File: config.mk
export PLATFORM = sky130hd
export DESIGN_NAME = time_set_sequencer
export DESIGN_NICKNAME = d
export VERILOG_FILES = /design/src/rtl/clock_pkg.sv /design/src/rtl/key_debounce.sv /design/src/rtl/time_set_sequencer.sv
export SDC_FILE = /design/constraint.sdc
export NUM_CORES = 1
export LEC_CHECK = 0
export ABC_CLOCK_PERIOD_IN_PS = 3000
export CORE_MARGIN = 3
export CORE_UTILIZATION = 51
export CTS_CLUSTER_SIZE = 25
export DETAILED_ROUTE_END_ITERATION = 10
export DONT_BUFFER_PORTS = 1
export GPL_TIMING_DRIVEN = 0
export HOLD_SLACK_MARGIN = 0.02
export PLACE_DENSITY = 0.66
export SETUP_SLACK_MARGIN = 0.05
export SLEW_MARGIN = 5
export SYNTH_ARGS = -nofsm -noshare
export SYNTH_HDL_FRONTEND = slang
export SYNTH_SLANG_ARGS = --single-unit
File: constraint.sdc
create_clock -name clk -period 3 [get_ports clk]
set_input_delay 0.3 -clock clk [delete_from_list [all_inputs] [get_ports clk]]
set_output_delay 0.3 -clock clk [all_outputs]
set_load 0.02 [all_outputs]
File: src/rtl/clock_pkg.sv
// Shared definitions for the digital clock front panel: sequencer states,
// edit_field encodings, field widths/limits and modular field arithmetic.
package clock_pkg;

   localparam int HOUR_W = 5;
   localparam int MIN_W  = 6;
   localparam int SEC_W  = 6;

   localparam logic [4:0] HOUR_MAX    = 5'd23;
   localparam logic [5:0] MIN_SEC_MAX = 6'd59;

   typedef enum logic [2:0] {
      RUN    = 3'd0,
      EDIT_H = 3'd1,
      EDIT_M = 3'd2,
      EDIT_S = 3'd3,
      COMMIT = 3'd4
   } seq_state_t;

   localparam logic [1:0] FIELD_NONE = 2'd0;
   localparam logic [1:0] FIELD_HOUR = 2'd1;
   localparam logic [1:0] FIELD_MIN  = 2'd2;
   localparam logic [1:0] FIELD_SEC  = 2'd3;

   // Increment with wrap to zero past max_value.
   function automatic logic [5:0] wrap_inc(input logic [5:0] value, input logic [5:0] max_value);
      logic [5:0] res;
      if (value >= max_value) begin
         res = 6'd0;
      end else begin
         res = value + 6'd1;
      end
      return res;
   endfunction

   // Decrement with wrap from zero to max_value.
   function automatic logic [5:0] wrap_dec(input logic [5:0] value, input logic [5:0] max_value);
      logic [5:0] res;
      if (value == 6'd0) begin
         res = max_value;
      end else begin
         res = value - 6'd1;
      end
      return res;
   endfunction

   // True for the three field-editing states.
   function automatic logic is_edit(input seq_state_t st);
      logic res;
      case (st)
         EDIT_H, EDIT_M, EDIT_S: res = 1'b1;
         default:                res = 1'b0;
      endcase
      return res;
   endfunction

   // edit_field encoding shown to the display for a given state.
   function automatic logic [1:0] field_of(input seq_state_t st);
      logic [1:0] res;
      case (st)
         EDIT_H:  res = FIELD_HOUR;
         EDIT_M:  res = FIELD_MIN;
         EDIT_S:  res = FIELD_SEC;
         default: res = FIELD_NONE;
      endcase
      return res;
   endfunction

   // State reached on a MODE press from an editing state.
   function automatic seq_state_t mode_next(input seq_state_t st);
      seq_state_t res;
      case (st)
         EDIT_H:  res = EDIT_M;
         EDIT_M:  res = EDIT_S;
         EDIT_S:  res = COMMIT;
         default: res = RUN;
      endcase
      return res;
   endfunction

endpackage

File: src/rtl/key_debounce.sv
// Pushbutton conditioner: 2-FF synchronizer, debounce counter that restarts
// on any bounce, registered debounced level (released = 1) and a one-cycle
// press pulse on each accepted 1->0 transition.
module key_debounce #(
   parameter int DEBOUNCE_CYCLES = 1000000
) (
   input  logic clk,
   input  logic reset_n,
   input  logic key_n,
   output logic level,
   output logic press
);

   localparam int CNT_W = (DEBOUNCE_CYCLES > 1) ? $clog2(DEBOUNCE_CYCLES) : 1;
   localparam logic [CNT_W-1:0] CNT_LAST = CNT_W'(DEBOUNCE_CYCLES - 1);

   logic             sync1_r;
   logic             sync2_r;
   logic             level_r;
   logic             press_r;
   logic [CNT_W-1:0] cnt_r;

   // Synchronize the raw key and accept a new level after a stable run.
   always_ff @(posedge clk) begin
      if (!reset_n) begin
         sync1_r <= 1'b1;
         sync2_r <= 1'b1;
         level_r <= 1'b1;
         press_r <= 1'b0;
         cnt_r   <= {CNT_W{1'b0}};
      end else begin
         sync1_r <= key_n;
         sync2_r <= sync1_r;
         if (sync2_r != level_r) begin
            if (cnt_r == CNT_LAST) begin
               level_r <= sync2_r;
               press_r <= ~sync2_r;
               cnt_r   <= {CNT_W{1'b0}};
            end else begin
               press_r <= 1'b0;
               cnt_r   <= cnt_r + CNT_W'(1);
            end
         end else begin
            press_r <= 1'b0;
            cnt_r   <= {CNT_W{1'b0}};
         end
      end
   end

   assign level = level_r;
   assign press = press_r;

endmodule

File: src/rtl/time_set_sequencer.sv
// Front-panel time-setting controller. Debounces MODE/INC/DEC, walks the
// hour/minute/second fields, freezes the clock core while editing and commits
// the shadow time with a single load strobe. Abandons an idle edit after
// TIMEOUT_TICKS seconds.
// Optional build macro TIME_SET_AUTOREPEAT_EN adds auto-repeat on held INC/DEC.
module time_set_sequencer
   import clock_pkg::*;
#(
   parameter int DEBOUNCE_CYCLES     = 1000000,
   parameter int TIMEOUT_TICKS       = 30,
   parameter int REPEAT_DELAY_CYCLES = 25000000,
   parameter int REPEAT_RATE_CYCLES  = 5000000
) (
   input  logic              clk,
   input  logic              reset_n,
   input  logic              key_mode_n,
   input  logic              key_inc_n,
   input  logic              key_dec_n,
   input  logic              tick_1hz,
   input  logic [HOUR_W-1:0] cur_hour,
   input  logic [MIN_W-1:0]  cur_minute,
   input  logic [SEC_W-1:0]  cur_second,
   output logic [HOUR_W-1:0] set_hour,
   output logic [MIN_W-1:0]  set_minute,
   output logic [SEC_W-1:0]  set_second,
   output logic              load_pulse,
   output logic              clock_enable,
   output logic [1:0]        edit_field,
   output logic              blink
);

   localparam int TO_W = (TIMEOUT_TICKS > 1) ? $clog2(TIMEOUT_TICKS) : 1;
   localparam logic [TO_W-1:0] TO_LAST = TO_W'(TIMEOUT_TICKS - 1);

   logic mode_press_s, inc_press_s, dec_press_s;
   logic mode_level_s, inc_level_s, dec_level_s;
   logic inc_rep_s, dec_rep_s;
   logic inc_ev_s, dec_ev_s, any_ev_s, step_inc_s, step_dec_s;
   logic in_edit_s;

   seq_state_t        state_r, state_nx;
   logic [HOUR_W-1:0] hour_r, hour_nx, hour_up_s, hour_dn_s;
   logic [MIN_W-1:0]  min_r, min_nx, min_up_s, min_dn_s;
   logic [SEC_W-1:0]  sec_r, sec_nx, sec_up_s, sec_dn_s;
   logic [TO_W-1:0]   to_cnt_r, to_cnt_nx;
   logic              load_pulse_r, clock_enable_r, blink_r;
   logic [1:0]        edit_field_r;

   key_debounce #(.DEBOUNCE_CYCLES(DEBOUNCE_CYCLES)) u_key_mode (
      .clk(clk), .reset_n(reset_n), .key_n(key_mode_n), .level(mode_level_s), .press(mode_press_s)
   );
   key_debounce #(.DEBOUNCE_CYCLES(DEBOUNCE_CYCLES)) u_key_inc (
      .clk(clk), .reset_n(reset_n), .key_n(key_inc_n), .level(inc_level_s), .press(inc_press_s)
   );
   key_debounce #(.DEBOUNCE_CYCLES(DEBOUNCE_CYCLES)) u_key_dec (
      .clk(clk), .reset_n(reset_n), .key_n(key_dec_n), .level(dec_level_s), .press(dec_press_s)
   );

   assign in_edit_s = is_edit(state_r);

`ifdef TIME_SET_AUTOREPEAT_EN
   localparam int REP_MAX = (REPEAT_DELAY_CYCLES > REPEAT_RATE_CYCLES) ? REPEAT_DELAY_CYCLES
                                                                       : REPEAT_RATE_CYCLES;
   localparam int REP_W = $clog2(REP_MAX + 1);

   logic [1:0]       rep_held_s;
   logic [REP_W-1:0] rep_cnt_r [2];
   logic [1:0]       rep_first_r;
   logic [1:0]       rep_pulse_r;
   logic             unused_level_s;

   assign rep_held_s     = {~dec_level_s, ~inc_level_s};
   assign unused_level_s = mode_level_s;

   // Repeat timers: first step after the delay, then one per rate period while held.
   always_ff @(posedge clk) begin
      if (!reset_n) begin
         for (int i = 0; i < 2; i++) begin
            rep_cnt_r[i] <= {REP_W{1'b0}};
         end
         rep_first_r <= 2'b11;
         rep_pulse_r <= 2'b00;
      end else begin
         for (int i = 0; i < 2; i++) begin
            if (!rep_held_s[i] || !in_edit_s) begin
               rep_cnt_r[i]   <= {REP_W{1'b0}};
               rep_first_r[i] <= 1'b1;
               rep_pulse_r[i] <= 1'b0;
            end else if (rep_cnt_r[i] == (rep_first_r[i] ? REP_W'(REPEAT_DELAY_CYCLES - 1)
                                                          : REP_W'(REPEAT_RATE_CYCLES - 1))) begin
               rep_cnt_r[i]   <= {REP_W{1'b0}};
               rep_first_r[i] <= 1'b0;
               rep_pulse_r[i] <= 1'b1;
            end else begin
               rep_cnt_r[i]   <= rep_cnt_r[i] + REP_W'(1);
               rep_pulse_r[i] <= 1'b0;
            end
         end
      end
   end

   assign inc_rep_s = rep_pulse_r[0];
   assign dec_rep_s = rep_pulse_r[1];
`else
   logic unused_s;

   assign inc_rep_s = 1'b0;
   assign dec_rep_s = 1'b0;
   assign unused_s  = ^{mode_level_s, inc_level_s, dec_level_s, in_edit_s,
                        REPEAT_DELAY_CYCLES[0], REPEAT_RATE_CYCLES[0]};
`endif

   // Event arbitration: MODE beats a step, INC together with DEC cancels.
   assign inc_ev_s   = inc_press_s | inc_rep_s;
   assign dec_ev_s   = dec_press_s | dec_rep_s;
   assign any_ev_s   = mode_press_s | inc_ev_s | dec_ev_s;
   assign step_inc_s = inc_ev_s & ~dec_ev_s & ~mode_press_s;
   assign step_dec_s = dec_ev_s & ~inc_ev_s & ~mode_press_s;

   assign hour_up_s = HOUR_W'(wrap_inc({1'b0, hour_r}, {1'b0, HOUR_MAX}));
   assign hour_dn_s = HOUR_W'(wrap_dec({1'b0, hour_r}, {1'b0, HOUR_MAX}));
   assign min_up_s  = wrap_inc(min_r, MIN_SEC_MAX);
   assign min_dn_s  = wrap_dec(min_r, MIN_SEC_MAX);
   assign sec_up_s  = wrap_inc(sec_r, MIN_SEC_MAX);
   assign sec_dn_s  = wrap_dec(sec_r, MIN_SEC_MAX);

   // Next state, shadow time and idle-timeout count.
   always_comb begin
      state_nx  = state_r;
      hour_nx   = hour_r;
      min_nx    = min_r;
      sec_nx    = sec_r;
      to_cnt_nx = to_cnt_r;
      case (state_r)
         RUN: begin
            to_cnt_nx = {TO_W{1'b0}};
            if (mode_press_s) begin
               state_nx = EDIT_H;
               hour_nx  = cur_hour;
               min_nx   = cur_minute;
               sec_nx   = cur_second;
            end else begin
               state_nx = RUN;
            end
         end
         EDIT_H, EDIT_M, EDIT_S: begin
            if (mode_press_s) begin
               state_nx = mode_next(state_r);
            end else if (step_inc_s || step_dec_s) begin
               case (state_r)
                  EDIT_H:  hour_nx = step_inc_s ? hour_up_s : hour_dn_s;
                  EDIT_M:  min_nx  = step_inc_s ? min_up_s : min_dn_s;
                  EDIT_S:  sec_nx  = step_inc_s ? sec_up_s : sec_dn_s;
                  default: hour_nx = hour_r;
               endcase
            end else begin
               state_nx = state_r;
            end
            if (any_ev_s) begin
               to_cnt_nx = {TO_W{1'b0}};
            end else if (tick_1hz) begin
               if (to_cnt_r == TO_LAST) begin
                  state_nx  = RUN;
                  to_cnt_nx = {TO_W{1'b0}};
                  hour_nx   = {HOUR_W{1'b0}};
                  min_nx    = {MIN_W{1'b0}};
                  sec_nx    = {SEC_W{1'b0}};
               end else begin
                  to_cnt_nx = to_cnt_r + TO_W'(1);
               end
            end else begin
               to_cnt_nx = to_cnt_r;
            end
         end
         COMMIT: begin
            state_nx  = RUN;
            to_cnt_nx = {TO_W{1'b0}};
         end
         default: begin
            state_nx  = RUN;
            to_cnt_nx = {TO_W{1'b0}};
         end
      endcase
   end

   // State, shadow registers and registered outputs derived from the next state.
   always_ff @(posedge clk) begin
      if (!reset_n) begin
         state_r        <= RUN;
         hour_r         <= {HOUR_W{1'b0}};
         min_r          <= {MIN_W{1'b0}};
         sec_r          <= {SEC_W{1'b0}};
         to_cnt_r       <= {TO_W{1'b0}};
         load_pulse_r   <= 1'b0;
         clock_enable_r <= 1'b1;
         edit_field_r   <= FIELD_NONE;
         blink_r        <= 1'b0;
      end else begin
         state_r        <= state_nx;
         hour_r         <= hour_nx;
         min_r          <= min_nx;
         sec_r          <= sec_nx;
         to_cnt_r       <= to_cnt_nx;
         load_pulse_r   <= (state_nx == COMMIT);
         clock_enable_r <= (state_nx == RUN);
         edit_field_r   <= field_of(state_nx);
         blink_r        <= is_edit(state_nx) ? (blink_r ^ tick_1hz) : 1'b0;
      end
   end

   assign set_hour     = hour_r;
   assign set_minute   = min_r;
   assign set_second   = sec_r;
   assign load_pulse   = load_pulse_r;
   assign clock_enable = clock_enable_r;
   assign edit_field   = edit_field_r;
   assign blink        = blink_r;

endmodule

# [After elaboration in Yosys (flattened, before gate mapping)]
# Index checks and enable logic that the tools add are counted.
[word_totals] mem_bits_rw=0 romBits=0 latchBits=0 inputBits=23 ff_bits=102 n_memories=0
[classes] muxes=44 eq_ne=15 div_mod_pow=0 bitwise=18 shift=0 add_sub_neg=10 multipliers=0 order_cmp=3 n_reduce_logical=21
[op_table] op="$mux 6" n=20
[op_table] op="$add 20x1->20 const B" n=3
[op_table] op="$eq 20x20->1 const B" n=3
[op_table] op="$mux 5" n=11
[op_table] op="$pmux 6 s2" n=2
[op_table] op="$reduce_or 3->1" n=6
[op_table] op="$add 6x1->6 const B" n=2
[op_table] op="$eq 3x2->1 const B" n=4
[op_table] op="$ge 6x6->1 const B" n=2
[op_table] op="$logic_not 6->1" n=2
[op_table] op="$mux 3" n=4
[op_table] op="$sub 6x1->6 const B" n=2
[op_table] op="$not 1->1" n=11
[op_table] op="$add 5x1->5 const B" n=2
[op_table] op="$pmux 5 s2" n=1
[op_table] op="$reduce_and 2->1" n=5
[op_table] op="$pmux 3 s3" n=1
[op_table] op="$reduce_and 3->1" n=3
[op_table] op="$eq 3x1->1 const B" n=2
[op_table] op="$logic_not 3->1" n=2
[op_table] op="$pmux 2 s3" n=1
[op_table] op="$pmux 3 s2" n=1
[op_table] op="$eq 5x5->1 const B" n=1
[op_table] op="$ge 5x5->1 const B" n=1
[op_table] op="11 further kinds" n=19

# [Longest topological paths before layout]
# Gate-level depths: netlist of run 1.
[depth] word_depth=12 depth_mapped=8 ltp_nobuf=7

# [Modules after synthesis]
# Synthesis of run 1 repeated with hierarchy kept, for this count alone.
[unflattened] hier_cells=671 hier_area_um2=5642.9
[modules_own_cells] module="key_debounce" n_inst=3 cells_per_inst=120 area_each_um2=1101.1 seq_area_each_um2=480.5
[modules_own_cells] module="time_set_sequencer" n_inst=1 cells_per_inst=311 area_each_um2=2339.7 seq_area_each_um2=600.6

# [Least setup slack after synthesis of run 1]
# Ideal clock, no wire load.
[synth_path] kind="reg2reg" start="reg sec_r[0], in the netlist set_second[0]" end="reg sec_r[4], in the netlist set_second[4]" arrival_time_ns=1.743 setup_ns=0.135 required_ns=2.865 path_slack_ns=1.122 n_path_buf=0 path_stages_with_launch=8 cell_sequence="dfxtp_1 inv_1 ha_1 or3b_2 nand2b_1 a32oi_1 o221a_1 a211oi_1"
[synth_via] elab_chain_cells=10 word_cells_on_any_way=14 cone_classes="2 x add/sub; 1 x order compare; 10 x mux; 1 x reduce/logical"
[synth_rtl] item="start, declared" line="time_set_sequencer.sv:44" text="logic [SEC_W-1:0] sec_r, sec_nx, sec_up_s, sec_dn_s;"
[synth_rtl] item="start signal, assigned" line="time_set_sequencer.sv:192" text="sec_r <= {SEC_W{1'b0}};"
[synth_rtl] item="start signal, assigned" line="time_set_sequencer.sv:202" text="sec_r <= sec_nx;"
[synth_rtl] item="$sub 6x1->6, or another cell as far along" line="clock_pkg.sv:42" text="res = value - 6'd1;"
[synth_rtl] item="$mux 6, on equally long branches" line="clock_pkg.sv:39, clock_pkg.sv:28"
[synth_rtl] item="$mux 6 *" line="time_set_sequencer.sv:153" text="EDIT_S: sec_nx = step_inc_s ? sec_up_s : sec_dn_s;"
[synth_rtl] item="$mux 6 *" line="time_set_sequencer.sv:150" text="case (state_r)"
[synth_rtl] item="$mux 6 *" line="time_set_sequencer.sv:149" text="end else if (step_inc_s || step_dec_s) begin"
[synth_rtl] item="$mux 6 *" line="time_set_sequencer.sv:147" text="if (mode_press_s) begin"
[synth_rtl] item="$mux 6" line="time_set_sequencer.sv:162" text="if (to_cnt_r == TO_LAST) begin"
[synth_rtl] item="$mux 6" line="time_set_sequencer.sv:161" text="end else if (tick_1hz) begin"
[synth_rtl] item="$mux 6 *" line="time_set_sequencer.sv:159" text="if (any_ev_s) begin"
[synth_rtl] item="$pmux 6 s2 *" line="time_set_sequencer.sv:134" text="case (state_r)"
# Every way passes the cells marked *; elsewhere a longest branch is shown, timed or not.
# A chain may end at the register's enable or synchronous reset.

# [Worst setup path after layout of run 1]
[layout_path] start="reg u_key_mode.press_r, in the netlist u_key_mode.press" end="reg min_r[0], in the netlist set_minute[0]"
[layout_via] elab_chain_cells=10 word_cells_on_any_way=16 cone_classes="1 x eq/ne; 8 x mux; 5 x bitwise; 2 x reduce/logical"
[layout_rtl] item="start, declared" line="key_debounce.sv:20" text="logic press_r;"
[layout_rtl] item="start signal, assigned" line="key_debounce.sv:37" text="press_r <= ~sync2_r;"
[layout_rtl] item="$not 1->1" line="time_set_sequencer.sv:117, time_set_sequencer.sv:118"
[layout_rtl] item="$and 1x1->1" line="time_set_sequencer.sv:117" text="assign step_inc_s = inc_ev_s & ~dec_ev_s & ~mode_press_s;"
[layout_rtl] item="$mux 6" line="time_set_sequencer.sv:152" text="EDIT_M: min_nx = step_inc_s ? min_up_s : min_dn_s;"
[layout_rtl] item="$mux 6" line="time_set_sequencer.sv:150"
[layout_rtl] item="$mux 6" line="time_set_sequencer.sv:149"
[layout_rtl] item="$mux 6" line="time_set_sequencer.sv:147"
[layout_rtl] item="$mux 6" line="time_set_sequencer.sv:162"
[layout_rtl] item="$mux 6" line="time_set_sequencer.sv:161"
[layout_rtl] item="$mux 6" line="time_set_sequencer.sv:159"
[layout_rtl] item="$pmux 6 s2" line="time_set_sequencer.sv:134"
[layout_rtl] item="end signal, assigned" line="time_set_sequencer.sv:191" text="min_r <= {MIN_W{1'b0}};"
[layout_rtl] item="end signal, assigned" line="time_set_sequencer.sv:201" text="min_r <= min_nx;"
[layout_rtl] item="end, declared" line="time_set_sequencer.sv:43" text="logic [MIN_W-1:0] min_r, min_nx, min_up_s, min_dn_s;"
# Parallel ways exist; a longest one is shown, timed or not.

==> flow_metrics.env, run 1 <==
export IMPL_final_setup_tns_ns=0
export IMPL_postLayoutCoreUtil_pct=58.0
export IMPL_timing_critical_path_from="u_key_mode.press$_SDFF_PN0_"
export IMPL_worst_path_dominant_cell_family="simple AND/OR/NAND/NOR gates"
export IMPL_max_vdd_ir_drop_mv=0.357
export IMPL_synth_yosys_seq_area_share_pct=37.9
export IMPL_min_period_over_period_pct=73.8
export IMPL_timing_rr_start="u_key_mode.press$_SDFF_PN0_"
export IMPL_hpwl_after_detailed_placement_um=8970
export IMPL_finish_net_count=706
export IMPL_post_synth_xor_area_fraction_pct=10.4
export IMPL_cts_max_path_buffers=2
export IMPL_netlist_area_before_placement_mm2=0.00538
export IMPL_synth_largest_area_cell="sky130_fd_sc_hd__dfxtp_1"
export IMPL_synth_seq_cells=102
export IMPL_critPathMaxStageDelay_ns=0.63
export IMPL_timing_critical_path_cells="nor3b_2 -> clkbuf_1 -> o21ai_0 -> o21ai_0 -> a221oi_2"
export IMPL_vias=4676
export IMPL_proportion_of_netlist_area_held_by_the_largest_area_contributor_pct=37.9
export IMPL_crit_path_max_fanout=10
export IMPL_hold_path_startpoint="cur_hour[1]"
export IMPL_skew_ns=0.0135
export IMPL_start_util_pct=53.8
export IMPL_numClockSinks=102
export IMPL_power_density_mw_per_mm2=399
export IMPL_path_common_cell="sky130_fd_sc_hd__o21ai_0"
export IMPL_fillers=958
export IMPL_drive_above_1_share_pct=6.67
export IMPL_launching_element_type_of_the_critical_path="register"
export IMPL_share_seq_of_total_power_pct=58.9
export IMPL_clk_root_buffer_cell="sky130_fd_sc_hd__clkbuf_8"
export IMPL_most_frequent_cells_in_the_layout="sky130_fd_sc_hd__dfxtp_1 (102), sky130_fd_sc_hd__nor2_1 (101), sky130_fd_sc_hd__nand3_1 (41)"
export IMPL_async_reset_ff_share_pct=0
export IMPL_clockPowerShare_pct=39.6
export IMPL_grt_ovfl_total=0
export IMPL_grt_setup_unrepaired="no"
export IMPL_relSlewSlack_pct=40.8
export IMPL_cts_max_level=3
export IMPL_synth_simple_gate_area_share_pct=27.1
export IMPL_route_detailed_drc=0
export IMPL_worstMarginPinSlew_ns=0.880
export IMPL_run_status="complete, no violations"
export IMPL_synth_yosys_warnings=0
export IMPL_first_global_vias=4330
export IMPL_tritoncts_num_buffers=9
export IMPL_endpoint_kind="register"
export IMPL_most_common_cell_after_layout_fill_and_taps_aside="sky130_fd_sc_hd__dfxtp_1"
export IMPL_max_freq_mhz=451
export IMPL_final_period_minus_worst_setup_slack_ns=2.21
export IMPL_complex_gate_fraction_of_the_synthesized_area_pct=16.1
export IMPL_synth_enable_flop_cells=0
export IMPL_setup_violations=0
export IMPL_worstSetupPathType="register to register"
export IMPL_syn_num_nets=691
export IMPL_maxCapViolations=0
export IMPL_io_pins=45
export IMPL_place_gp_congestion=0.899
export IMPL_adder_and_majority_gate_portion_of_the_synthesized_area_pct=3.02
export IMPL_port_buffers=0
export IMPL_cp_buffers_inverters=1
export IMPL_yosys_most_used_dff="sky130_fd_sc_hd__dfxtp_1"
export IMPL_drtAntennaViolNets=0
export IMPL_clk_insertion_delay_late_ns=0.38
export IMPL_combinationalPowerShare_pct=1.6
export IMPL_antenna_found_initial=0
export IMPL_synth_cells=655
export IMPL_yosys_cell_types_count=70
export IMPL_floorplan_die_area_mm2=0.0118
export IMPL_drt_initial_drc_count=215
export IMPL_grtUsageTotal_pct=22.2
export IMPL_share_of_synthesized_area_spent_on_multiplexers_pct=1.32
export IMPL_wirelength_um=12400
export IMPL_maxSlewViolCount=0
export IMPL_antenna_cells_inserted=0
export IMPL_hold_class="primary input to register"
export IMPL_grt_pass1_wl_um=21000
export IMPL_arrival_ns=2.45
export IMPL_cellLeakagePower_uw=0.00191
export IMPL_firstDrtPassIters=4
export IMPL_clk_pin_slew_ns=0.11
export IMPL_die_height_um=109
export IMPL_grt_max_degree=18
export IMPL_worst_endpoint_required_ns=3.24
export IMPL_vias_per_inst=5.79
export IMPL_fp_coreArea_mm2=0.0100
export IMPL_power_switching_uw=522
export IMPL_final_hold_violation_count=0
export IMPL_placement_rows=36
export IMPL_cts_setup_buffers=0
export IMPL_drt_wirelength_per_cell_um=15.4
export IMPL_cellInternalPower_uw=1790
export IMPL_synth_area_top_cells="sky130_fd_sc_hd__dfxtp_1 (38%), sky130_fd_sc_hd__nor2_1 (7.0%), sky130_fd_sc_hd__xor2_1 (6.2%)"
export IMPL_area_growth_synth_to_final_pct=7.72
export IMPL_cts_tree="built"
export IMPL_swShare_pct=22.6
export IMPL_main_combinational_cell_family_by_area_after_synthesis="simple AND/OR/NAND/NOR gates"
export IMPL_post_cts_resized=0
export IMPL_crit_slowest_cell="sky130_fd_sc_hd__nor3b_2"
export IMPL_syn_area_per_cell_um2=8.22
export IMPL_cts_hold_buffers_added=4
export IMPL_die_width_um=109
-- synthesized netlist by cell type, types with 3 or more instances --
cell,n
sky130_fd_sc_hd__nor4b_1,3
sky130_fd_sc_hd__a31oi_1,9
sky130_fd_sc_hd__or4_1,3
sky130_fd_sc_hd__o21ai_0,29
sky130_fd_sc_hd__o211a_1,3
sky130_fd_sc_hd__inv_1,22
sky130_fd_sc_hd__clkbuf_1,22
sky130_fd_sc_hd__ha_1,13
sky130_fd_sc_hd__mux2i_1,6
sky130_fd_sc_hd__nand4_1,14
sky130_fd_sc_hd__nor2_1,101
sky130_fd_sc_hd__or3_1,6
sky130_fd_sc_hd__or2_2,5
sky130_fd_sc_hd__nor3_1,19
sky130_fd_sc_hd__and4_1,4
sky130_fd_sc_hd__nor4_1,7
sky130_fd_sc_hd__o221ai_1,3
sky130_fd_sc_hd__nand2b_1,13
sky130_fd_sc_hd__o22ai_1,4
sky130_fd_sc_hd__a211oi_1,10
sky130_fd_sc_hd__buf_2,10
sky130_fd_sc_hd__nand2_1,38
sky130_fd_sc_hd__xnor2_1,26
sky130_fd_sc_hd__dfxtp_1,102
sky130_fd_sc_hd__o21ai_1,7
sky130_fd_sc_hd__nand3_1,41
sky130_fd_sc_hd__a21oi_1,29
sky130_fd_sc_hd__and3_1,10
sky130_fd_sc_hd__o211ai_1,7
sky130_fd_sc_hd__xor2_1,38
-- sequential cells by signal, summed over array words and instances (netlist names), 2 cells and up --
| signal | cells |
|---|---|
| to_cnt_r | 5 |
| u_key_dec.cnt_r | 20 |
| state_r | 3 |
| set_second | 6 |
| edit_field | 2 |
| u_key_inc.cnt_r | 20 |
| u_key_mode.cnt_r | 20 |
| set_minute | 6 |
| set_hour | 5 |
-- cell type report --
class	count	area, um^2	area share, %
clock inverters	5	67.6	1.17
inverters	22	82.6	1.42
well taps	133	166	2.87
repair buffers	4	40.0	0.690
flip-flops and latches	102	2040	35.2
clock buffers	11	141	2.44
multi-input cells	497	3120	53.7
plain buffers	34	144	2.48
-- layer usage --
metal  vias up  global-route usage [%]  routed length (um)
li1       2348                       -                   -
met1      2183                    30.5                5750
met2       126                    33.8                5600
met3        19                    6.16                 857
met4         0                    7.12                 237
met5         -                       0                   0
-- power groups by stage --
stage                     clock network, uW  registers [uW]  logic, uW
after global routing                   1010            1360       41.0
after detailed placement                  0            1390       32.2
after global placement                    0            1390       31.7
after CTS                               950            1360       36.5
after floorplan                           0            1390       24.1
final                                   915            1360       36.0
-- stage by stage --
stage | hold slack (ns) | cell area [um^2] | total power [uW] | worst slack, ns | instances
6_report | 0.0547 | 5800 | 2310 | 0.785 | 808
5_1_grt | 0.0455 | 5800 | 2420 | 0.732 | 808
4_1_cts | 0.0311 | 5800 | 2350 | 0.883 | 808
3_5_place_dp | 0.379 | 5550 | 1420 | 0.902 | 788
3_3_place_gp | 0.380 | 5550 | 1420 | 0.917 | 788
2_1_floorplan | 0.373 | 5380 | 1420 | 1.12 | 655
-- cell families after synthesis --
logic type               after synthesis
AO/OA/AOI/OAI                        129
XOR/XNOR                              64
adder cells (fa/ha/maj)               13
buffers and inverters                 56
flip-flops                           102
multiplexers                           7
AND/OR/NAND/NOR                      284
-- worst reg2reg max path, delay by kind of cell (launching register included) --
kind | cells | cell delay (ns)
buf+inv | 1 | 0.51
flops | 1 | 0.41
simple gates | 1 | 0.63
compound gates | 3 | 0.54
-- worst paths after layout --
check	cells after the start	slack, ns	endpoint
hold / removal	2	0.05	set_hour[1]$_SDFFE_PN0P_
hold reg to reg	1	0.41	u_key_dec.sync2_r$_SDFF_PN1_
setup reg to reg	5	0.79	set_minute[0]$_SDFFE_PN0P_
setup / recovery	5	0.79	set_minute[0]$_SDFFE_PN0P_
No activity file was read; power rests on OpenSTA's default activity.
==> inputs of run 2 (changes only) <==
--- a/config.mk
+++ b/config.mk
@@ -5,7 +5,7 @@
 export SDC_FILE = /design/constraint.sdc
 export NUM_CORES = 1
 export LEC_CHECK = 0
-export ABC_CLOCK_PERIOD_IN_PS = 3000
+export ABC_CLOCK_PERIOD_IN_PS = 1890
 export CORE_MARGIN = 3
 export CORE_UTILIZATION = 51
 export CTS_CLUSTER_SIZE = 25
@@ -13,7 +13,7 @@
 export DONT_BUFFER_PORTS = 1
 export GPL_TIMING_DRIVEN = 0
 export HOLD_SLACK_MARGIN = 0.02
-export PLACE_DENSITY = 0.66
+export PLACE_DENSITY = 0.69
 export SETUP_SLACK_MARGIN = 0.05
 export SLEW_MARGIN = 5
 export SYNTH_ARGS = -nofsm -noshare
==> constraint.sdc (replaced) <==
create_clock -name clk -period 1.89 [get_ports clk]
set_input_delay 0.189 -clock clk [delete_from_list [all_inputs] [get_ports clk]]
set_output_delay 0.189 -clock clk [all_outputs]
set_load 0.02 [all_outputs]
==> flow_metrics.env, run 2 (synthesis gave the netlist of run 1 again) <==
export IMPL_crit_path_max_fanout=8
export IMPL_numClockSinks=102
export IMPL_die_width_um=109
export IMPL_clk_root_buffer_cell="sky130_fd_sc_hd__clkbuf_8"
export IMPL_reg2reg_capture_point="set_hour[3]$_SDFFE_PN0P_"
export IMPL_cts_max_level=3
export IMPL_drt_initial_drc_count=290
export IMPL_max_freq_mhz=552
export IMPL_grtUsageTotal_pct=23.0
export IMPL_first_global_vias=4610
export IMPL_met3WireLength_um=971
export IMPL_cts_tree="built"
export IMPL_arrival_ns=2.05
export IMPL_clk_insertion_delay_late_ns=0.37
export IMPL_postLayoutCoreUtil_pct=63.9
export IMPL_worst_r2r_cell_count=6
export IMPL_die_height_um=109
export IMPL_crit_slowest_cell="sky130_fd_sc_hd__or3_1"
export IMPL_power_density_mw_per_mm2=570
export IMPL_numPlacedInstances=788
export IMPL_area_growth_synth_to_final_pct=18.7
export IMPL_critPathMaxStageDelay_ns=0.47
export IMPL_min_period_over_period_pct=95.8
export IMPL_setup_violations=0
export IMPL_final_period_minus_worst_setup_slack_ns=1.81
export IMPL_vias=4868
export IMPL_vias_per_inst=5.82
export IMPL_hold_class="primary input to register"
export IMPL_drtAntennaViolNets=0
export IMPL_fin_hold_ws_ns=0.0359
export IMPL_port_buffers=0
export IMPL_grt_max_degree=17
export IMPL_non_filler_instance_count_after_layout=837
export IMPL_floorplan_die_area_mm2=0.0118
export IMPL_drive_above_1_share_pct=21.1
export IMPL_met2RoutedLength_um=6290
export IMPL_maxSlewViolCount=0
export IMPL_hpwl_after_detailed_placement_um=8910
export IMPL_reg_to_reg_setup_timing_slack_ns=0.08
export IMPL_finish_net_count=734
export IMPL_skew_ns=0.0181
export IMPL_timing_critical_path_cells="or3_1 -> o31ai_4 -> buf_4 -> o211ai_1 -> o221ai_1 -> a21oi_1"
export IMPL_max_vdd_ir_drop_mv=0.328
export IMPL_timing_rr_start="u_key_mode.press$_SDFF_PN0_"
export IMPL_worst_endpoint_required_ns=2.13
export IMPL_antenna_found_initial=1
export IMPL_grt_pass1_wl_um=22000
export IMPL_maxCapViolations=0
export IMPL_route_detailed_drc=0
export IMPL_start_util_pct=53.8
export IMPL_worstMarginPinSlew_ns=0.697
export IMPL_worstSetupPathType="register to register"
export IMPL_drt_wirelength_per_cell_um=16.1
export IMPL_clk_pin_slew_ns=0.11
export IMPL_relSlewSlack_pct=53.5
export IMPL_post_dp_cell_area_mm2=0.00555
export IMPL_wirelength_um=13500
export IMPL_cts_max_path_buffers=2
export IMPL_endpoint_kind="register"
export IMPL_place_gp_congestion=0.916
export IMPL_multi_input_area_mm2=0.00338
export IMPL_final_hold_violation_count=0
export IMPL_area_taken_by_flip_flops_and_latches_mm2=0.00208
export IMPL_cp_buffers_inverters=1
export IMPL_launching_element_type_of_the_critical_path="register"
export IMPL_grt_ovfl_total=0
export IMPL_tritoncts_num_buffers=9
export IMPL_fp_coreArea_mm2=0.0100
export IMPL_placement_rows=36
export IMPL_firstDrtPassIters=5
export IMPL_most_frequent_cells_in_the_layout="sky130_fd_sc_hd__nor2_1 (95), sky130_fd_sc_hd__dfxtp_1 (82), sky130_fd_sc_hd__nand3_1 (40)"
export IMPL_postLayoutCellArea_mm2=0.00639
export IMPL_worst_path_dominant_cell_family="compound AO/OA/AOI/OAI gates"
export IMPL_highest_signal_layer="met4"
export IMPL_io_pins=45
export IMPL_final_setup_tns_ns=0
export IMPL_most_common_cell_after_layout_fill_and_taps_aside="sky130_fd_sc_hd__nor2_1"
export IMPL_crit_path_end="set_hour[3]$_SDFFE_PN0P_"
export IMPL_fillers=865
export IMPL_met1_length_um=6010
export IMPL_run_status="complete, no violations"
export IMPL_reg_largest_list="u_key_dec.cnt_r: 20 flops, u_key_inc.cnt_r: 20 flops, u_key_mode.cnt_r: 20 flops"
export IMPL_timing_critical_path_from="u_key_mode.press$_SDFF_PN0_"
export IMPL_crit_path_depth=6
export IMPL_cellLeakagePower_uw=0.00218
-- run 2: through the flow --
step           worst slack [ns]  power, uW
2_1_floorplan             0.118       2250
3_3_place_gp             -0.243       2260
3_5_place_dp             -0.225       2260
4_1_cts                  0.0322       3670
6_report                 0.0787       3640
5_1_grt                -0.00763       3770
-- run 2: layout make-up --
class / instances / area share (%)
sequential: 102 / 32.5
antenna: 1 / 0.0392
timing repair buffer: 35 / 4.33
tap: 133 / 2.60
multi-input combinational: 497 / 52.9
inverter: 22 / 1.33
buffer: 31 / 3.07
clock inverter: 5 / 0.920
clock buffer: 11 / 2.21
-- run 2: per-layer routing --
layer	GRT usage (%)	vias to the layer above
li1	-	2408
met1	31.1	2266
met2	36.7	173
met3	4.85	21
met4	7.48	0
met5	0	-
-- run 2: what timing repair did --
item,4_1_cts,5_1_grt
gates resized for setup,49,80
buffers inserted,14,13
hold endpoints to repair,7,0
hold buffers,7,0
endpoints found under the setup margin,78,77
gates cloned,1,0
pin swaps,6,17
-- run 2: worst min path at each step --
| stage | from | end | cells after the start |
|---|---|---|---|
| 2_1_floorplan | reset_n | u_key_mode.sync2_r$_SDFF_PN1_ | 1 |
| 3_3_place_gp | reset_n | u_key_mode.sync2_r$_SDFF_PN1_ | 1 |
| 3_5_place_dp | reset_n | u_key_mode.sync2_r$_SDFF_PN1_ | 1 |
| 4_1_cts | cur_hour[0] | set_hour[0]$_SDFFE_PN0P_ | 2 |
| 5_1_grt | cur_minute[3] | set_minute[3]$_SDFFE_PN0P_ | 2 |
| 6_report | cur_hour[0] | set_hour[0]$_SDFFE_PN0P_ | 2 |
-- run 2: report_power, final --
part / switching (uW) / leakage [uW] / internal [uW]
Combinational: 39.0 / 0.00125 / 26.9
Clock: 772 / 0.0000955 / 650
Sequential: 4.83 / 0.000835 / 2150
-- run 2: worst reg2reg max path, cell delays in order, from the launching register on --
cell and delay [ns]:
sky130_fd_sc_hd__dfxtp_4 0.38, sky130_fd_sc_hd__or3_1 0.47, sky130_fd_sc_hd__o31ai_4 0.25, sky130_fd_sc_hd__buf_4 0.20, sky130_fd_sc_hd__o211ai_1 0.12, sky130_fd_sc_hd__o221ai_1 0.20
sky130_fd_sc_hd__a21oi_1 0.09
==> inputs of run 3 (changes only) <==
--- a/config.mk
+++ b/config.mk
@@ -5,15 +5,16 @@
 export SDC_FILE = /design/constraint.sdc
 export NUM_CORES = 1
 export LEC_CHECK = 0
+export ABC_AREA = 1
 export ABC_CLOCK_PERIOD_IN_PS = 1890
 export CORE_MARGIN = 3
-export CORE_UTILIZATION = 51
+export CORE_UTILIZATION = 40
 export CTS_CLUSTER_SIZE = 25
 export DETAILED_ROUTE_END_ITERATION = 10
 export DONT_BUFFER_PORTS = 1
 export GPL_TIMING_DRIVEN = 0
 export HOLD_SLACK_MARGIN = 0.02
-export PLACE_DENSITY = 0.69
+export PLACE_DENSITY = 0.56
 export SETUP_SLACK_MARGIN = 0.05
 export SLEW_MARGIN = 5
 export SYNTH_ARGS = -nofsm -noshare
==> flow_metrics.env, run 3 <==
export IMPL_placement_rows=42
export IMPL_firstDrtPassIters=5
export IMPL_power_density_mw_per_mm2=657
export IMPL_worst_hold_path_num_cells=2
export IMPL_hold_end="state_r[0]$_SDFF_PN0_"
export IMPL_arrival_ns=2.02
export IMPL_async_reset_ff_share_pct=0
export IMPL_first_global_vias=5103
export IMPL_fin_hold_ws_ns=0.0404
export IMPL_clk_insertion_delay_late_ns=0.36
export IMPL_relSlewSlack_pct=58.0
export IMPL_postLayoutCellArea_mm2=0.00634
export IMPL_route_detailed_drc=0
export IMPL_maxSlewViolCount=0
export IMPL_endpoint_kind="register"
export IMPL_cts_max_level=3
export IMPL_critPathMaxStageDelay_ns=0.36
export IMPL_timing_rr_start="state_r[1]$_SDFF_PN0_"
export IMPL_synth_seq_cells=102
export IMPL_reg2reg_capture_point="set_hour[0]$_SDFFE_PN0P_"
export IMPL_crit_path_max_fanout=10
export IMPL_syn_area_per_cell_um2=6.71
export IMPL_hpwl_after_detailed_placement_um=10500
export IMPL_post_dp_cell_area_mm2=0.00592
export IMPL_proportion_of_netlist_area_held_by_the_largest_area_contributor_pct=35.9
export IMPL_synth_yosys_seq_area_share_pct=35.9
export IMPL_grt_setup_unrepaired="no"
export IMPL_worst_r2r_cell_count=9
export IMPL_cts_tree="built"
export IMPL_launching_element_type_of_the_critical_path="register"
export IMPL_fillers=1426
export IMPL_min_period_over_period_pct=91.8
export IMPL_numPlacedInstances=1025
export IMPL_finish_net_count=903
export IMPL_place_gp_congestion=0.881
export IMPL_final_hold_violation_count=0
export IMPL_reg_largest_list="u_key_dec.cnt_r: 20 flops, u_key_inc.cnt_r: 20 flops, u_key_mode.cnt_r: 20 flops"
export IMPL_final_period_minus_worst_setup_slack_ns=1.74
export IMPL_cts_max_path_buffers=2
export IMPL_drtAntennaViolNets=0
export IMPL_synth_cells=849
export IMPL_skew_ns=0.00952
export IMPL_drive_above_1_share_pct=9.98
export IMPL_reg_to_reg_setup_timing_slack_ns=0.15
export IMPL_antenna_found_initial=1
export IMPL_cp_buffers_inverters=4
export IMPL_netlist_area_before_placement_mm2=0.00570
export IMPL_grtUsageTotal_pct=18.3
export IMPL_drt_initial_drc_count=287
export IMPL_vias=5463
export IMPL_port_buffers=0
export IMPL_fp_coreArea_mm2=0.0136
export IMPL_start_util_pct=42.0
export IMPL_worst_endpoint_required_ns=2.17
export IMPL_hold_path_startpoint="reset_n"
export IMPL_clk_pin_slew_ns=0.08
export IMPL_setup_violations=0
export IMPL_maxCapViolations=0
export IMPL_io_pins=45
export IMPL_worst_path_dominant_cell_family="buffers and inverters"
export IMPL_die_width_um=125
export IMPL_grt_pass1_wl_um=24000
export IMPL_yosys_cell_types_count=38
export IMPL_syn_num_nets=885
export IMPL_synth_area_top_cells="sky130_fd_sc_hd__dfxtp_1 (36%), sky130_fd_sc_hd__nand2_1 (12%), sky130_fd_sc_hd__inv_1 (6.6%)"
export IMPL_area_growth_synth_to_final_pct=11.4
export IMPL_yosysMostFrequentCell="sky130_fd_sc_hd__nand2_1"
export IMPL_synth_common_cells="sky130_fd_sc_hd__nand2_1 (188), sky130_fd_sc_hd__dfxtp_1 (102), sky130_fd_sc_hd__inv_1 (100)"
export IMPL_synth_largest_area_cell="sky130_fd_sc_hd__dfxtp_1"
export IMPL_most_common_cell_after_layout_fill_and_taps_aside="sky130_fd_sc_hd__nand2_1"
export IMPL_vias_per_inst=5.21
export IMPL_clk_root_buffer_cell="sky130_fd_sc_hd__clkbuf_16"
export IMPL_grt_ovfl_total=0
export IMPL_area_taken_by_flip_flops_and_latches_mm2=0.00205
export IMPL_most_frequent_cells_in_the_layout="sky130_fd_sc_hd__nand2_1 (187), sky130_fd_sc_hd__inv_1 (100), sky130_fd_sc_hd__nor2_1 (97)"
export IMPL_synth_enable_flop_cells=0
export IMPL_run_status="complete, no violations"
export IMPL_tritoncts_num_buffers=9
export IMPL_die_height_um=125
export IMPL_yosys_most_used_dff="sky130_fd_sc_hd__dfxtp_1"
export IMPL_cellLeakagePower_uw=0.00238
export IMPL_grt_max_degree=19
export IMPL_worstMarginPinSlew_ns=0.631
export IMPL_timing_critical_path_cells="inv_1 -> nor2_1 -> inv_1 -> nand2_2 -> inv_2 -> nand2_2 -> buf_4 -> o21ai_0 -> a21oi_1"
export IMPL_wirelength_um=14200
export IMPL_drt_wirelength_per_cell_um=13.6
export IMPL_non_filler_instance_count_after_layout=1049
export IMPL_crit_slowest_cell="sky130_fd_sc_hd__dfxtp_1"
export IMPL_max_vdd_ir_drop_mv=0.429
export IMPL_synth_yosys_warnings=0
export IMPL_floorplan_die_area_mm2=0.0157
export IMPL_worstSetupPathType="register to register"
export IMPL_final_setup_tns_ns=0
export IMPL_hold_class="primary input to register"
export IMPL_numClockSinks=102
export IMPL_max_freq_mhz=576
export IMPL_multi_input_area_mm2=0.00319
[run 3: how the worst max path moves through the flow]
stage	slack [ns]	cells past startpoint	start	to
global placement	0.05	9	u_key_dec.cnt_r[0]$_SDFF_PP0_	u_key_dec.cnt_r[14]$_SDFF_PP0_
detailed placement	0.03	9	u_key_dec.cnt_r[0]$_SDFF_PP0_	u_key_dec.cnt_r[15]$_SDFF_PP0_
CTS	0.06	10	to_cnt_r[0]$_SDFFE_PP0P_	set_minute[4]$_SDFFE_PN0P_
global route	0.05	7	u_key_inc.cnt_r[0]$_SDFF_PP0_	u_key_inc.cnt_r[7]$_SDFF_PP0_
finish	0.15	9	state_r[1]$_SDFF_PN0_	set_hour[0]$_SDFFE_PN0P_
floorplan	0.33	7	set_second[0]$_SDFFE_PN0P_	set_second[2]$_SDFFE_PN0P_
[run 3: layout make-up]
class | count | area share (%)
antenna | 1 | 0.0394
clock buffer | 9 | 3.55
timing repair buffer | 7 | 1.18
multi-input combinational | 624 | 50.3
tap | 176 | 3.47
buffer | 17 | 1.50
sequential | 102 | 32.4
clock inverter | 7 | 1.28
inverter | 106 | 6.27
[run 3: layer usage]
layer / routed length (um) / share of wire, % / up-vias / track usage [%]
met4: 261 / 1.8 / 0 / 6.70
met3: 760 / 5.3 / 20 / 4.73
met2: 6500 / 46 / 128 / 29.4
met1: 6710 / 47 / 2505 / 23.7
met5: 0 / 0 / - / 0
li1: - / - / 2810 / -
[run 3: per-stage QoR]
step | util [%] | worst slack [ns] | power [uW]
final | 46.8 | 0.154 | 4170
after global routing | 46.8 | 0.0486 | 4320
after CTS | 46.4 | 0.0583 | 4230
after detailed placement | 43.6 | 0.0321 | 2260
after global placement | 43.6 | 0.0459 | 2260
after floorplan | - | 0.328 | 2240
[run 3: worst reg2reg max path: stages (launching register included)]
cell,delay (ns)
sky130_fd_sc_hd__dfxtp_1,0.36
sky130_fd_sc_hd__inv_1,0.09
sky130_fd_sc_hd__nor2_1,0.17
sky130_fd_sc_hd__inv_1,0.10
sky130_fd_sc_hd__nand2_2,0.14
sky130_fd_sc_hd__inv_2,0.12
sky130_fd_sc_hd__nand2_2,0.19
sky130_fd_sc_hd__buf_4,0.23
sky130_fd_sc_hd__o21ai_0,0.11
sky130_fd_sc_hd__a21oi_1,0.16
[run 3: what timing repair did]
item,4_1_cts,5_1_grt
buffers inserted,3,0
gates resized for setup,0,23
pin swaps,2,2
hold buffers,4,0
setup endpoints to repair,20,65
hold endpoints to repair,6,0
[run 3: logic make-up (layout without fill, tap and decap cells)]
| family | count (synthesis) | count (layout) | synth area share (%) |
|---|---|---|---|
| adders and majority gates | 13 | 13 | 2.86 |
| buffers and inverters | 123 | 146 | 8.57 |
| DFF | 102 | 102 | 35.9 |
| AOI/OAI and AO/OA | 124 | 124 | 11.4 |
| and+or+nand+nor | 459 | 459 | 37.1 |
| other | 0 | 1 | 0 |
| xor gates and xnor gates | 28 | 28 | 4.31 |
[run 3: report_power, final]
part | total (uW) | internal (uW) | switching [uW]
clock | 1950 | 1050 | 904
sequential | 2160 | 2150 | 5.03
combinational | 59.9 | 22.7 | 37.2
